`config.mk`:
```
export PLATFORM = sky130hd
export DESIGN_NAME = fetch_sequencer
export DESIGN_NICKNAME = d
export VERILOG_FILES = /design/src/rtl/instructions.sv /design/src/rtl/fetch_sequencer_pc_next_mux.sv /design/src/rtl/fetch_sequencer.sv
export SDC_FILE = /design/constraint.sdc
export NUM_CORES = 1
export LEC_CHECK = 0
export CORE_MARGIN = 2
export CORE_UTILIZATION = 39
export CTS_CLUSTER_SIZE = 10
export DETAILED_ROUTE_END_ITERATION = 16
export PLACE_DENSITY = 0.85
export SYNTH_ARGS = -nofsm -noshare
export SYNTH_HDL_FRONTEND = slang
export SYNTH_SLANG_ARGS = --single-unit
```
`constraint.sdc`:
```
create_clock -name clk -period 1.9 [get_ports clk]
set_input_delay 0.38 -clock clk [delete_from_list [all_inputs] [get_ports clk]]
set_output_delay 0.38 -clock clk [all_outputs]
set_load 0.02 [all_outputs]
```
`src/rtl/instructions.sv`:
```
// Shared core types: PC source select and the fetch sequencer state encoding.
package instructions;

  typedef enum logic {
    PC_INPUT_PC_PLUS_4 = 1'b0,
    PC_INPUT_ALU       = 1'b1
  } pc_input_sel_t;

  typedef enum logic [1:0] {
    ISSUE     = 2'd0,
    WAIT_RESP = 2'd1,
    HOLD      = 2'd2,
    DRAIN     = 2'd3
  } fetch_state_t;

  localparam logic [31:0] PC_STEP = 32'd4;

endpackage

```
`src/rtl/fetch_sequencer_pc_next_mux.sv`:
```
// Next-PC selection: sequential pc+4 or an aligned redirect target.
// With PC_MISALIGN_TRAP_EN a target with bit 1 set steers to TRAP_VECTOR and raises misalign.
module pc_next_mux
  import instructions::*;
#(
  parameter logic [31:0] TRAP_VECTOR = 32'h0000_0100
) (
  input  logic [31:0] pc,
  input  logic        redirect,
  input  logic [31:0] target,
  output logic [31:0] next_pc,
  output logic        misalign
);

  logic [31:0] redirect_pc;

`ifdef PC_MISALIGN_TRAP_EN
  logic [31:0] target_half;
  logic        unused_target_bit;

  assign target_half       = {target[31:1], 1'b0};
  assign unused_target_bit = target[0];
  assign misalign          = redirect & target_half[1];
  assign redirect_pc       = target_half[1] ? TRAP_VECTOR : target_half;
`else
  logic [32:0] unused_cfg_bits;

  // Without the trap, low bits are simply dropped so fetch stays word aligned.
  assign unused_cfg_bits = {TRAP_VECTOR, target[1]} ^ {32'd0, target[0]};
  assign misalign        = 1'b0;
  assign redirect_pc     = {target[31:2], 2'b00};
`endif

  // 32-bit add wraps naturally: 32'hFFFF_FFFC + 4 = 0.
  assign next_pc = redirect ? redirect_pc : pc + PC_STEP;

endmodule

```
`src/rtl/fetch_sequencer.sv`:
```
// Owns the architectural PC and runs one-outstanding instruction fetch to decode.
// Optional macro PC_MISALIGN_TRAP_EN adds the misaligned-redirect trap ports.
module fetch_sequencer
  import instructions::*;
#(
  parameter logic [31:0] RESET_VECTOR = 32'h0000_0000,
  parameter logic [31:0] TRAP_VECTOR  = 32'h0000_0100
) (
  input  logic          clk,
  input  logic          reset,
  input  logic          redirect_valid,
  input  pc_input_sel_t pc_input_sel,
  input  logic [31:0]   alu_result,
  output logic          imem_req_valid,
  input  logic          imem_req_ready,
  output logic [31:0]   imem_req_addr,
  input  logic          imem_resp_valid,
  input  logic [31:0]   imem_resp_data,
  output logic          if_valid,
  input  logic          if_ready,
  output logic [31:0]   if_instr,
  output logic [31:0]   if_pc,
  output fetch_state_t  fsm_state
`ifdef PC_MISALIGN_TRAP_EN
  ,
  output logic          trap_valid,
  output logic [31:0]   trap_addr
`endif
);

  // Handshakes: a transfer happens on a rising edge where valid and ready are both 1.
  // Decode-side valid and its payload hold steady until that transfer, unless a redirect
  // squashes the word; imem request address may move while unaccepted.

  fetch_state_t state;
  logic [31:0]  pc;
  logic [31:0]  next_pc;
  logic         pc_misalign;
  logic         taken;

  assign taken = redirect_valid && (pc_input_sel == PC_INPUT_ALU);

  pc_next_mux #(
    .TRAP_VECTOR(TRAP_VECTOR)
  ) u_pc_next_mux (
    .pc       (pc),
    .redirect (taken),
    .target   (alu_result),
    .next_pc  (next_pc),
    .misalign (pc_misalign)
  );

`ifndef PC_MISALIGN_TRAP_EN
  logic unused_misalign;
  assign unused_misalign = pc_misalign;
`endif

  assign imem_req_valid = (state == ISSUE) && !reset;
  assign imem_req_addr  = pc;
  assign fsm_state      = state;

  always_ff @(posedge clk) begin
    if (reset) begin
      pc       <= RESET_VECTOR;
      state    <= ISSUE;
      if_valid <= 1'b0;
      if_instr <= 32'd0;
      if_pc    <= 32'd0;
`ifdef PC_MISALIGN_TRAP_EN
      trap_valid <= 1'b0;
      trap_addr  <= 32'd0;
`endif
    end else begin
`ifdef PC_MISALIGN_TRAP_EN
      trap_valid <= taken && pc_misalign;
      if (taken && pc_misalign) trap_addr <= {alu_result[31:1], 1'b0};
`endif
      // A taken redirect always wins over the pc+4 step and over decode consumption.
      case (state)
        ISSUE: begin
          if (taken) begin
            pc <= next_pc;
            if (imem_req_ready) state <= DRAIN;
          end else if (imem_req_ready) begin
            state <= WAIT_RESP;
          end
        end
        WAIT_RESP: begin
          if (taken) begin
            pc    <= next_pc;
            state <= imem_resp_valid ? ISSUE : DRAIN;
          end else if (imem_resp_valid) begin
            if_instr <= imem_resp_data;
            if_pc    <= pc;
            if_valid <= 1'b1;
            pc       <= next_pc;
            state    <= HOLD;
          end
        end
        HOLD: begin
          if (taken) begin
            pc       <= next_pc;
            if_valid <= 1'b0;
            state    <= ISSUE;
          end else if (if_ready) begin
            if_valid <= 1'b0;
            state    <= ISSUE;
          end
        end
        DRAIN: begin
          if (taken) pc <= next_pc;
          if (imem_resp_valid) state <= ISSUE;
        end
        default: state <= ISSUE;
      endcase
    end
  end

endmodule

```
### Yosys cells after proc, flatten, opt, wreduce, memory -nomap -nowiden

Cells that the tools add are included.

* reductions and logical operators: 10
* equal/unequal tests: 10
* add/subtract/negate cells: 1
* mux-type cells: 20
* bitwise gates (word level): 1

Operators by type and width (number)
* $mux 32: 4
* $pmux 32 s2: 1
* $add 32x3->32 const B: 1
* $mux 2: 9
* $ne 2x2->1 const B: 4
* $pmux 2 s4: 1
* $reduce_and 4->1: 2
* $ne 3x2->1 const B: 2
* $eq 2x2->1 const B: 2
* $mux 1: 4
* $reduce_and 3->1: 1
* $reduce_or 3->1: 1
* $eq 2x1->1 const B: 1
* $logic_and 1x1->1: 2
* $logic_not 2->1: 1
* $ne 2x1->1 const B: 1
* $pmux 1 s2: 1
* $reduce_and 2->1: 1
* $reduce_bool 2->1: 1
* $logic_not 1->1: 1
* $not 1->1: 1

* bits in registers: 99

### Depth between registers and ports, before layout

Gate-level depths: netlist of run 1.

* word-level depth: 5
* gate-level depth with buffers: 7

### Modules after synthesis

From an unflattened synthesis of run 1, not the netlist that was laid out.

* cells, all modules: 623
* area, all modules: 4568.1 sq um

Modules (own cells, without submodules)
* fetch_sequencer: sequential area each 1981.9 sq um, cells an instance 446, area an instance 3535.9 sq um, instances 1
* pc_next_mux: sequential area each 0.0 sq um, cells an instance 177, area an instance 1032.2 sq um, instances 1

### Least setup slack after synthesis of run 1

Ideal clock, no wire load.

* kind: register to register
* start: register pc[2], in the netlist imem_req_addr[2]
* end: register pc[30], in the netlist imem_req_addr[30]
* data arrival time: 2.080 ns
* path slack: -0.307 ns
* stages on the path, launching flop included: 6
* period minus slack after synthesis: 2.207 ns
* data required time: 1.773 ns
* path buffers: 0
* path through: dfxtp_1 ha_1 nand4_1 or4_1 o31a_1 or3_1

* cells in the longest elaborated chain, start to end: 5
* elaborated cells between the ends (all ways): 6
* classes of those cells: add/sub: 1; mux: 5

RTL lines
* from (decl): RTL line fetch_sequencer.sv:36 `logic [31:0] pc;`
* from (signal assigned): RTL line fetch_sequencer.sv:82 `pc <= next_pc;`
* from (signal assigned): RTL line fetch_sequencer.sv:90 `pc <= next_pc;`
* from (signal assigned): RTL line fetch_sequencer.sv:96 `pc <= next_pc;`
* $add 32x3->32 *: RTL line fetch_sequencer_pc_next_mux.sv:35 `assign next_pc = redirect ? redirect_pc : pc + PC_STEP;`
* $mux 32 *: RTL line fetch_sequencer_pc_next_mux.sv:35
* $mux 32: RTL line fetch_sequencer.sv:92 `end else if (imem_resp_valid) begin`
* $mux 32: RTL line fetch_sequencer.sv:89 `if (taken) begin`
* $pmux 32 s2 *: RTL line fetch_sequencer.sv:79 `case (state)`

Mark *: on every way between the ends. The rest lies on a longest branch, timed or not. The select of a mux whose other input is x is not followed.
A chain may end at the register's enable or synchronous reset.

### Worst setup path in the final report of run 1

* start: register pc[3], in the netlist imem_req_addr[3]
* end: register pc[18], in the netlist imem_req_addr[18]

The elaborated chain is that of the path after synthesis.

==> metrics.yaml, run 1 <==
global_route:
  antenna_found_initial: 0
  top_usage_layer: "met2"
  use_met3: 0.0541
  track_usage: 0.232
  gr-total-overflow: 0
  grt_start_max_net_pins: 64
  grt_pass1_vias: 4469
  use_met1: 0.271
  met2_usage: 0.408
  grt_pass1_wl_um: 21300
sta:
  timing.hold.ws_ps: 299
  post-route-period-util: 1.06
  fin_ws_ps: -109
  drv_slew: 0
  slew_headroom: 0.568
  setup_viol: 10
  skew_ps: 12.6
  worst_slew_pin_slew_ps: 648
  finalSetupTns_ps: -501
  grt_setup_unrepaired: "true"
  fmax_mhz: 498
  hold_viol_final: 0
  fin_crit_ps: 2010
floorplan:
  die_area_sq_mm: 0.0114
  top_level_ports: 171
  die_y_um: 107
  die-width_um: 107
  rows: 37
  start_util: 0.400
  coreArea_sq_mm: 0.0103
clock_tree:
  worstSkewPairLatency_ps: 360
  cts-hold-fix-buffers: 0
  clockBufferDepth: 2
  cts_tree: "yes"
  cts_root_buffer: "clkbuf_8"
  cts_inserted_buffers: 9
  cts.clk_slew.worst_paths_ps: 100
  cts_sinks: 95
  htreeDepth: 3
synth:
  synth_seq_area_share: 0.462
  synth_cells: 521
  ys_types: 43
  synth_warnings: 0
  syn_area_sq_mm: 0.00412
  async_flop_share: 0
  yosys-top-cells-area: "dfxtp_1 46%, nand2_1 13%, a21oi_1 7.9%"
  yosys-top-cells-count: "141 x nand2_1, 95 x dfxtp_1, 65 x a21oi_1"
  ys_ff_latch: 95
  synth_edf_count: 0
  yosysTopAreaCell: "dfxtp_1"
  synth_top_area_frac: 0.462
  syn_avg_cell_area_sq_um: 7.90
  synth-main-ff-cell: "dfxtp_1"
  synth_most_common_cell: "nand2_1"
pwr:
  powerDensity_mw_per_mm2: 654
  power_mw: 4.28
  power_frac_clock: 0.306
  vdd_drop_max_v: 0.000513
  combPwrFrac: 0.193
  leakage_nw: 2.36
  swShare: 0.279
  p_int_mw: 3.09
  sequentialPowerShare: 0.501
  switchingPower_mw: 1.20
worst_setup_path:
  crit_slowest_cell: "or4_1"
  r2r-end: "imem_req_addr[18]"
  start_kind: "flip-flop"
  critPathArrivalTime_ps: 2290
  cp.buffers_inverters: 1
  endpoint_kind: "flip-flop"
  path_max_fanout: 4
  cp_cell_sequence: "ha_4 > nand4_1 > buf_4 > or3_4 > or4_1 > a311oi_1"
  r2r_cells: 6
  critPathKind: "reg -> reg"
  rrSetupSlack_ps: -110
  slowest_delay_ps: 410
  cp.required_ps: 2180
  crit_family: "simple AND/OR/NAND/NOR gates"
  reg2reg_from: "imem_req_addr[3]"
hold_path:
  hold_class: "in -> reg"
  hold_depth: 2
  min_to: "if_pc[4]"
  min-delay-start: "reset"
route:
  firstDrtPassIters: 6
  vias: 4528
  wire_per_inst_um: 15.9
  ant_nets: 0
  viasPerCell: 5.31
  drcViolationCount: 0
  drt-total-wl_um: 13500
  drt_iter0_drc: 288
cells_and_area:
  drive_gt1_frac: 0.149
  nets: 784
  num_antenna_cells: 0
  syn_to_final_growth_pct: 59.0
  num-fill-cells: 881
place:
  place_hpwl_um: 9850
  numPortBuffers: 164
  place.gp.congestion: 0.801
flow_run:
  cap_violations: 0
status:
  violations: "setup timing"
  status: "finished with violations"
logic make-up (layout without fill, tap and decap cells):
| group | count (synthesis) | after routing | synth area share |
|---|---|---|---|
| flip-flops | 95 | 95 | 0.462 |
| AO/OA/AOI/OAI | 113 | 113 | 0.172 |
| other | 1 | 4 | 0.000911 |
| buffers and inverters | 48 | 240 | 0.0499 |
| AND/OR/NAND/NOR | 252 | 253 | 0.289 |
| adder cells (fa/ha/maj) | 1 | 1 | 0.00304 |
| XOR/XNOR | 11 | 11 | 0.0234 |
sequential cells by signal, indices dropped and copies added, names as in the netlist:
name	count
fsm_state	2
if_instr	32
imem_req_addr	30
if_pc	30
if_valid	1
power groups by stage:
stage | sequential, mW | clock, mW | combinational (mW)
after detailed placement | 2.20 | 0 | 0.805
after floorplan | 2.29 | 0 | 0.256
final | 2.15 | 1.31 | 0.825
after CTS | 2.15 | 1.34 | 0.819
after global routing | 2.16 | 1.42 | 0.882
after global placement | 2.19 | 0 | 0.787
how the worst max path moves through the flow:
| stage | startpoint | end | slack, ps | cells after the start |
|---|---|---|---|---|
| CTS | imem_req_addr[2] | imem_req_addr[26] | -90 | 5 |
| global placement | imem_resp_valid | imem_req_addr[30] | -390 | 5 |
| detailed placement | imem_resp_valid | imem_req_addr[30] | -460 | 5 |
| finish | imem_req_addr[3] | imem_req_addr[18] | -110 | 6 |
| floorplan | imem_req_addr[2] | imem_req_addr[16] | -50 | 6 |
| global route | imem_req_addr[9] | imem_req_addr[17] | -170 | 4 |
per-stage QoR:
| step | area [sq um] | cells | setup slack (ps) | util |
|---|---|---|---|---|
| finish | 6550 | 853 | -109 | 0.637 |
| global route | 6550 | 853 | -166 | 0.637 |
| CTS | 6470 | 849 | -88.1 | 0.629 |
| detailed placement | 6250 | 830 | -456 | 0.608 |
| global placement | 6250 | 830 | -386 | 0.608 |
| floorplan | 4210 | 524 | -53.9 | - |
layout make-up:
type	instances	area (sq um)	area share
Multi-Input combinational cell	382	2110	0.322
Tap cell	136	170	0.0260
Timing Repair Buffer	222	2140	0.327
Clock buffer	12	166	0.0254
Inverter	2	7.51	0.00115
Clock inverter	4	25.0	0.00382
Sequential cell	95	1930	0.295
layer usage:
layer,wire (um),part of all wire,up-vias
met3,836,0.062,33
met5,0,0,-
li1,-,-,2210
met2,6830,0.50,176
met1,5490,0.41,2109
met4,391,0.029,0
worst reg2reg max path: cells and delay by family, from the launching register on:
| family | cells | cell delay (ps) |
|---|---|---|
| flops | 1 | 380 |
| compound gates | 1 | 210 |
| simple gates | 3 | 1000 |
| fa+ha+maj | 1 | 130 |
| buf+inv | 1 | 210 |
what timing repair did:
| action | 4_1_cts | 5_1_grt |
|---|---|---|
| cloned | 0 | 1 |
| pin swaps | 6 | 13 |
| endpoints found under the setup margin | 14 | 20 |
| buffers inserted | 3 | 3 |
| resized for setup | 4 | 12 |
placed cells by master (no fill, tap or decap), drive strengths merged, types with 5 or more instances in the layout:
cell           count
a211oi            13
a21oi             65
a311oi            13
and3               6
and4               5
buf               59
clkbuf            12
clkdlybuf4s50    155
dfxtp             95
dlymetal6s2s       6
nand2            141
nand3              8
nand4             13
nor2              34
nor4               8
o31ai             10
or4               14
xnor2              6
xor2               5
(Power assumes the default switching activity.)
==> run 2: changes to the inputs <==
Settings changed: CTS_CLUSTER_SIZE 10 to not set.
Clock period 1.9 ns to 1.8 ns, I/O delays scaled along.
==> run 2 against run 1 <==
Global-route usage rose by 0.45 points. Sequential power rose by 5%. Non-clock buffer count rose by 18. The run still ends with setup timing left. Routed wire length rose by 2.7%.
==> metrics.yaml, run 2 (same netlist as run 1, synthesis figures left out) <==
global_route:
  grt_pass1_vias: 4426  # -0.96%
  antenna_found_initial: 1  # +1
  gr-total-overflow: 0  # unchanged
  track_usage: 0.237  # +0.00448
  grt_start_max_net_pins: 44  # -31%
  grt_pass1_wl_um: 21600  # +1.6%
cells_and_area:
  seqCellArea_sq_mm: 0.00193  # unchanged
  nets: 803  # +2.4%
  mostFrequentLayoutCells: "139 x nand2_1, 130 x clkdlybuf4s50_1, 79 x dfxtp_1, 68 x buf_4, 65 x a21oi_1"
  num-fill-cells: 833  # -5.4%
  largest_register: "if_instr"
  final_common_cell: "nand2_1"
  largest_reg_flops: 32  # unchanged
  fin_area_sq_mm: 0.00678  # +3.5%
  drive_gt1_frac: 0.188  # +0.0383
  syn_to_final_growth_pct: 64.7
  multi_input_area_sq_mm: 0.00217  # +2.9%
route:
  drt-total-wl_um: 13900  # +2.7%
  viasPerCell: 5.32  # +0.17%
  ant_nets: 0  # unchanged
  vias: 4642  # +2.5%
  drt_iter0_drc: 238  # -17%
  firstDrtPassIters: 7  # +1
  wire_per_inst_um: 15.9  # +0.39%
  drcViolationCount: 0  # unchanged
worst_setup_path:
  endpoint_kind: "flip-flop"
  start_kind: "flip-flop"
  crit_path_end: "imem_req_addr[26]"
  rrSetupSlack_ps: -220  # -110 ps
  r2r_cells: 7  # +1
  critPathKind: "reg -> reg"
  r2r-end: "imem_req_addr[26]"
  cp-startpoint: "imem_req_addr[3]"
  reg2reg_from: "imem_req_addr[3]"
  cp.required_ps: 2050  # -130 ps
  critPathArrivalTime_ps: 2270  # -20 ps
  path_max_fanout: 5  # +1
hold_path:
  hold_class: "in -> reg"
sta:
  grt_setup_unrepaired: "true"
  fin_ws_ps: -217  # -108 ps
  fin_crit_ps: 2020  # +8.17 ps
  finalSetupTns_ps: -1910  # -1410 ps
  hold_viol_final: 0  # unchanged
  drv_slew: 0  # unchanged
  fmax_mhz: 496  # -0.41%
  skew_ps: 14.1  # +1.51 ps
  post-route-period-util: 1.12  # +0.0633
  setup_viol: 17  # +7
clock_tree:
  cts_root_buffer: "clkbuf_8"
  cts_sinks: 95  # unchanged
  cts.clk_slew.worst_paths_ps: 100  # about the same
  htreeDepth: 3  # unchanged
  cts_inserted_buffers: 9  # unchanged
  cts_tree: "yes"
  clockBufferDepth: 2  # unchanged
  worstSkewPairLatency_ps: 370  # about the same
floorplan:
  coreArea_sq_mm: 0.0103  # unchanged
  rows: 37  # unchanged
  top_level_ports: 171  # unchanged
  die-width_um: 107  # unchanged
  die_y_um: 107  # unchanged
  die_area_sq_mm: 0.0114  # unchanged
  start_util: 0.400  # unchanged
pwr:
  vdd_drop_max_v: 0.000503  # -2.0%
  leakage_nw: 2.52  # +6.7%
  powerDensity_mw_per_mm2: 724  # +11%
  power_mw: 4.90  # +15%
status:
  status: "finished with violations"
  violations: "setup timing"
flow_run:
  cap_violations: 0  # unchanged
place:
  placed_area_sq_mm: 0.00640  # +2.5%
  numPortBuffers: 164  # unchanged
  place.gp.congestion: 0.824  # +3.0%
  pre_cts_ws_ps: -484  # -28.7 ps
  place_hpwl_um: 10000  # +1.6%
==> run 2: cell count changes in the layout (fill, tap and decap cells not counted), moves of 6 or more <==
cell / delta
buf_4: +13
clkdlybuf4s50_1: -25
dlygate4sd2_1: +29
dlymetal6s2s_1: -6
==> run 2: area by class of cell <==
cell class / count / share of cell area
multi-input cells: 383 / 0.320
diodes: 1 / 0.000369
repair buffers: 240 / 0.332
clock buffers: 10 / 0.0203
clock inverters: 6 / 0.0166
well taps: 136 / 0.0251
inverters: 2 / 0.00111
flip-flops and latches: 95 / 0.285
==> run 2: how the worst min path moves through the flow <==
stage                   start  cells past startpoint           endpoint
2_1_floorplan  imem_req_ready                      2       fsm_state[0]
3_3_place_gp        if_pc[23]                      2          if_pc[23]
3_5_place_dp     if_instr[22]                      2       if_instr[22]
4_1_cts                 reset                      4  imem_req_addr[28]
5_1_grt                 reset                      4  imem_req_addr[28]
6_report                reset                      4  imem_req_addr[28]
==> run 2: critical path, stage by stage, from the launching register on <==
cell and delay, ps:
dfxtp_4 380, ha_4 130, nand4_1 190, or3_4 480
buf_4 160, buf_4 140, o31ai_2 270, a311oi_2 140
==> run 2: layer usage <==
| layer | vias to the layer above | global-route usage | wire, um |
|---|---|---|---|
| li1 | 2252 | - | - |
| met1 | 2166 | 0.277 | 5450 |
| met2 | 202 | 0.419 | 7080 |
| met3 | 22 | 0.0596 | 1170 |
| met4 | 0 | 0.0826 | 222 |
| met5 | - | 0 | 0 |
==> run 2: timing repair <==
item                                    4_1_cts  5_1_grt
endpoints found under the setup margin       46       17
pin swaps                                     7       15
setup buffers                                 3        5
cloned                                        1        1
hold buffers                                  0        0
gates resized for setup                      36       23
==> run 2: power by group <==
part / switching (mW) / leakage, nW / internal, mW
registers: 0.0752 / 0.780 / 2.19
logic: 0.447 / 1.61 / 0.446
clock network: 0.779 / 0.127 / 0.969
==> run 2: through the flow <==
| stage | hold WS, ps | cells | util |
|---|---|---|---|
| finish | 420 | 873 | 0.659 |
| global route | 440 | 873 | 0.659 |
| CTS | 411 | 866 | 0.647 |
| detailed placement | 447 | 846 | 0.623 |
| global placement | 441 | 846 | 0.623 |
| floorplan | 490 | 524 | - |
==> run 3: changes to the inputs <==
Settings changed: GPL_TIMING_DRIVEN set to 0.
==> run 3 against run 2 <==
The flow still finishes with violations (setup timing). Clock power is 12% lower. Final area is 0.81% lower. Utilization is 0.54 points lower. Sequential power hardly changed. Largest cell class unchanged.
==> metrics.yaml, run 3 (same netlist as run 1, synthesis figures left out) <==
clock_tree:
  clockBufferDepth: 2  # unchanged
  cts_sinks: 95  # unchanged
  cts-hold-fix-buffers: 0  # unchanged
  worstSkewPairLatency_ps: 370  # about the same
  cts_root_buffer: "clkbuf_8"
  htreeDepth: 3  # unchanged
  cts.clk_slew.worst_paths_ps: 100  # about the same
  cts_tree: "yes"
  cts_inserted_buffers: 9  # unchanged
sta:
  fin_ws_ps: -196  # +20.5 ps
  fin_crit_ps: 2000  # -20.5 ps
  setup_viol: 15  # -2
  timing.hold.ws_ps: 456  # +35.7 ps
  drv_slew: 0  # unchanged
  worst_slew_pin_slew_ps: 626
  skew_ps: 16.3  # +2.21 ps
  grt_setup_unrepaired: "true"
  post-route-period-util: 1.11  # -0.0114
  hold_viol_final: 0  # unchanged
  fmax_mhz: 501  # +1.0%
  slew_headroom: 0.583
pwr:
  combPwrFrac: 0.181  # about the same
  swShare: 0.276  # +0.0111
  p_int_mw: 3.38  # -6.1%
  power_frac_clock: 0.329  # -0.027
  power_mw: 4.67  # -4.7%
  leakage_nw: 2.48  # -1.6%
  powerDensity_mw_per_mm2: 695  # -3.9%
  vdd_drop_max_v: 0.000383  # -24%
  switchingPower_mw: 1.29  # -0.71%
  sequentialPowerShare: 0.491  # +0.029
global_route:
  antenna_found_initial: 1  # unchanged
  grt_start_max_net_pins: 17  # -61%
  gr-total-overflow: 0  # unchanged
  grt_pass1_wl_um: 22100  # +2.4%
  grt_pass1_vias: 4569  # +3.2%
  track_usage: 0.243  # +0.00657
status:
  status: "finished with violations"
  violations: "setup timing"
route:
  drcViolationCount: 0  # unchanged
  vias: 4710  # +1.5%
  firstDrtPassIters: 5  # -2
  drt_iter0_drc: 287  # +21%
  ant_nets: 0  # unchanged
  wire_per_inst_um: 16.7  # +4.5%
  drt-total-wl_um: 14500  # +4.5%
  viasPerCell: 5.40  # +1.5%
worst_setup_path:
  cp-startpoint: "imem_req_addr[7]"
  endpoint_kind: "flip-flop"
  start_kind: "flip-flop"
  cp_cell_sequence: "nand3_2 > or4_4 > or4_1 > a311oi_1"
  critPathKind: "reg -> reg"
  r2r_cells: 4  # -3
  crit_slowest_cell: "or4_4"
  slowest_delay_ps: 580  # +100 ps
  critPathArrivalTime_ps: 2260  # about the same
  reg2reg_from: "imem_req_addr[7]"
  cp.required_ps: 2060  # about the same
  path_max_fanout: 7  # +2
floorplan:
  die-width_um: 107  # unchanged
  coreArea_sq_mm: 0.0103  # unchanged
  die_y_um: 107  # unchanged
  top_level_ports: 171  # unchanged
  die_area_sq_mm: 0.0114  # unchanged
  start_util: 0.400  # unchanged
  rows: 37  # unchanged
place:
  place.gp.congestion: 0.798  # -3.2%
  numPortBuffers: 163  # -0.61%
  place_hpwl_um: 9820  # -1.9%
  placedCellCount: 823  # -2.7%
cells_and_area:
  final_cells: 873  # unchanged
  largest_reg_flops: 32  # unchanged
  largest_register: "if_instr"
  final_common_cell: "clkdlybuf4s50_1"
  syn_to_final_growth_pct: 63.3
  drive_gt1_frac: 0.183  # -0.00408
  nets: 803  # unchanged
  mostFrequentLayoutCells: "145 x clkdlybuf4s50_1, 140 x nand2_1, 71 x dfxtp_1, 65 x a21oi_1, 40 x buf_4"
hold_path:
  hold_depth: 2  # -2
  min-delay-start: "if_instr[15]"
  hold_class: "reg -> reg"
flow_run:
  cap_violations: 0  # unchanged
[run 3: per-layer routing]
| metal | up-vias | wire [um] | track usage |
|---|---|---|---|
| li1 | 2242 | - | - |
| met1 | 2215 | 5880 | 0.288 |
| met2 | 218 | 7180 | 0.426 |
| met3 | 35 | 1130 | 0.0596 |
| met4 | 0 | 352 | 0.0900 |
| met5 | - | 0 | 0 |
[run 3: path summary, 6_finish.rpt]
check	end	slack [ps]
worst max-delay path	imem_req_addr[21]	-200
worst min-delay path	if_instr[15]	460
worst max register to register	imem_req_addr[21]	-200
worst min register to register	if_instr[15]	460
[run 3: final cells by class]
cell class / instances / area, sq um
antenna: 1 / 2.50
buffer: 41 / 248
clock inverter: 4 / 52.6
clock buffer: 12 / 166
fill: 870 / 3560
tap: 136 / 170
multi-input combinational: 381 / 2170
inverter: 2 / 7.51
timing repair buffer: 201 / 1930
sequential: 95 / 1970
[run 3: worst max-delay path, delay by kind of cell, from the launching register on]
family | cells | cell delay [ps]
AOI/OAI and AO/OA | 1 | 300
DFF | 1 | 420
and+or+nand+nor | 3 | 1170
[run 3: metrics by stage]
stage / worst slack [ps] / setup TNS [ps] / util / area, sq um
final: -196 / -1540 / 0.654 / 6720
after global routing: -212 / -2290 / 0.654 / 6720
after CTS: -140 / -748 / 0.636 / 6540
after detailed placement: -776 / -58670 / 0.586 / 6020
after global placement: -728 / -57080 / 0.586 / 6020
after floorplan: -153 / -1230 / - / 4220
[run 3: repair_timing]
action / 4_1_cts / 5_1_grt
gates resized for setup: 65 / 40
gates cloned: 0 / 0
setup buffers: 26 / 12
endpoints found under the setup margin: 104 / 98
pin swaps: 10 / 11
[run 3: power groups by stage]
stage / sequential, mW / clock [mW] / combinational [mW]
global route: 2.30 / 1.64 / 0.901
detailed placement: 2.34 / 0 / 0.772
finish: 2.29 / 1.54 / 0.846
CTS: 2.29 / 1.55 / 0.815
global placement: 2.34 / 0 / 0.760
floorplan: 2.42 / 0 / 0.270
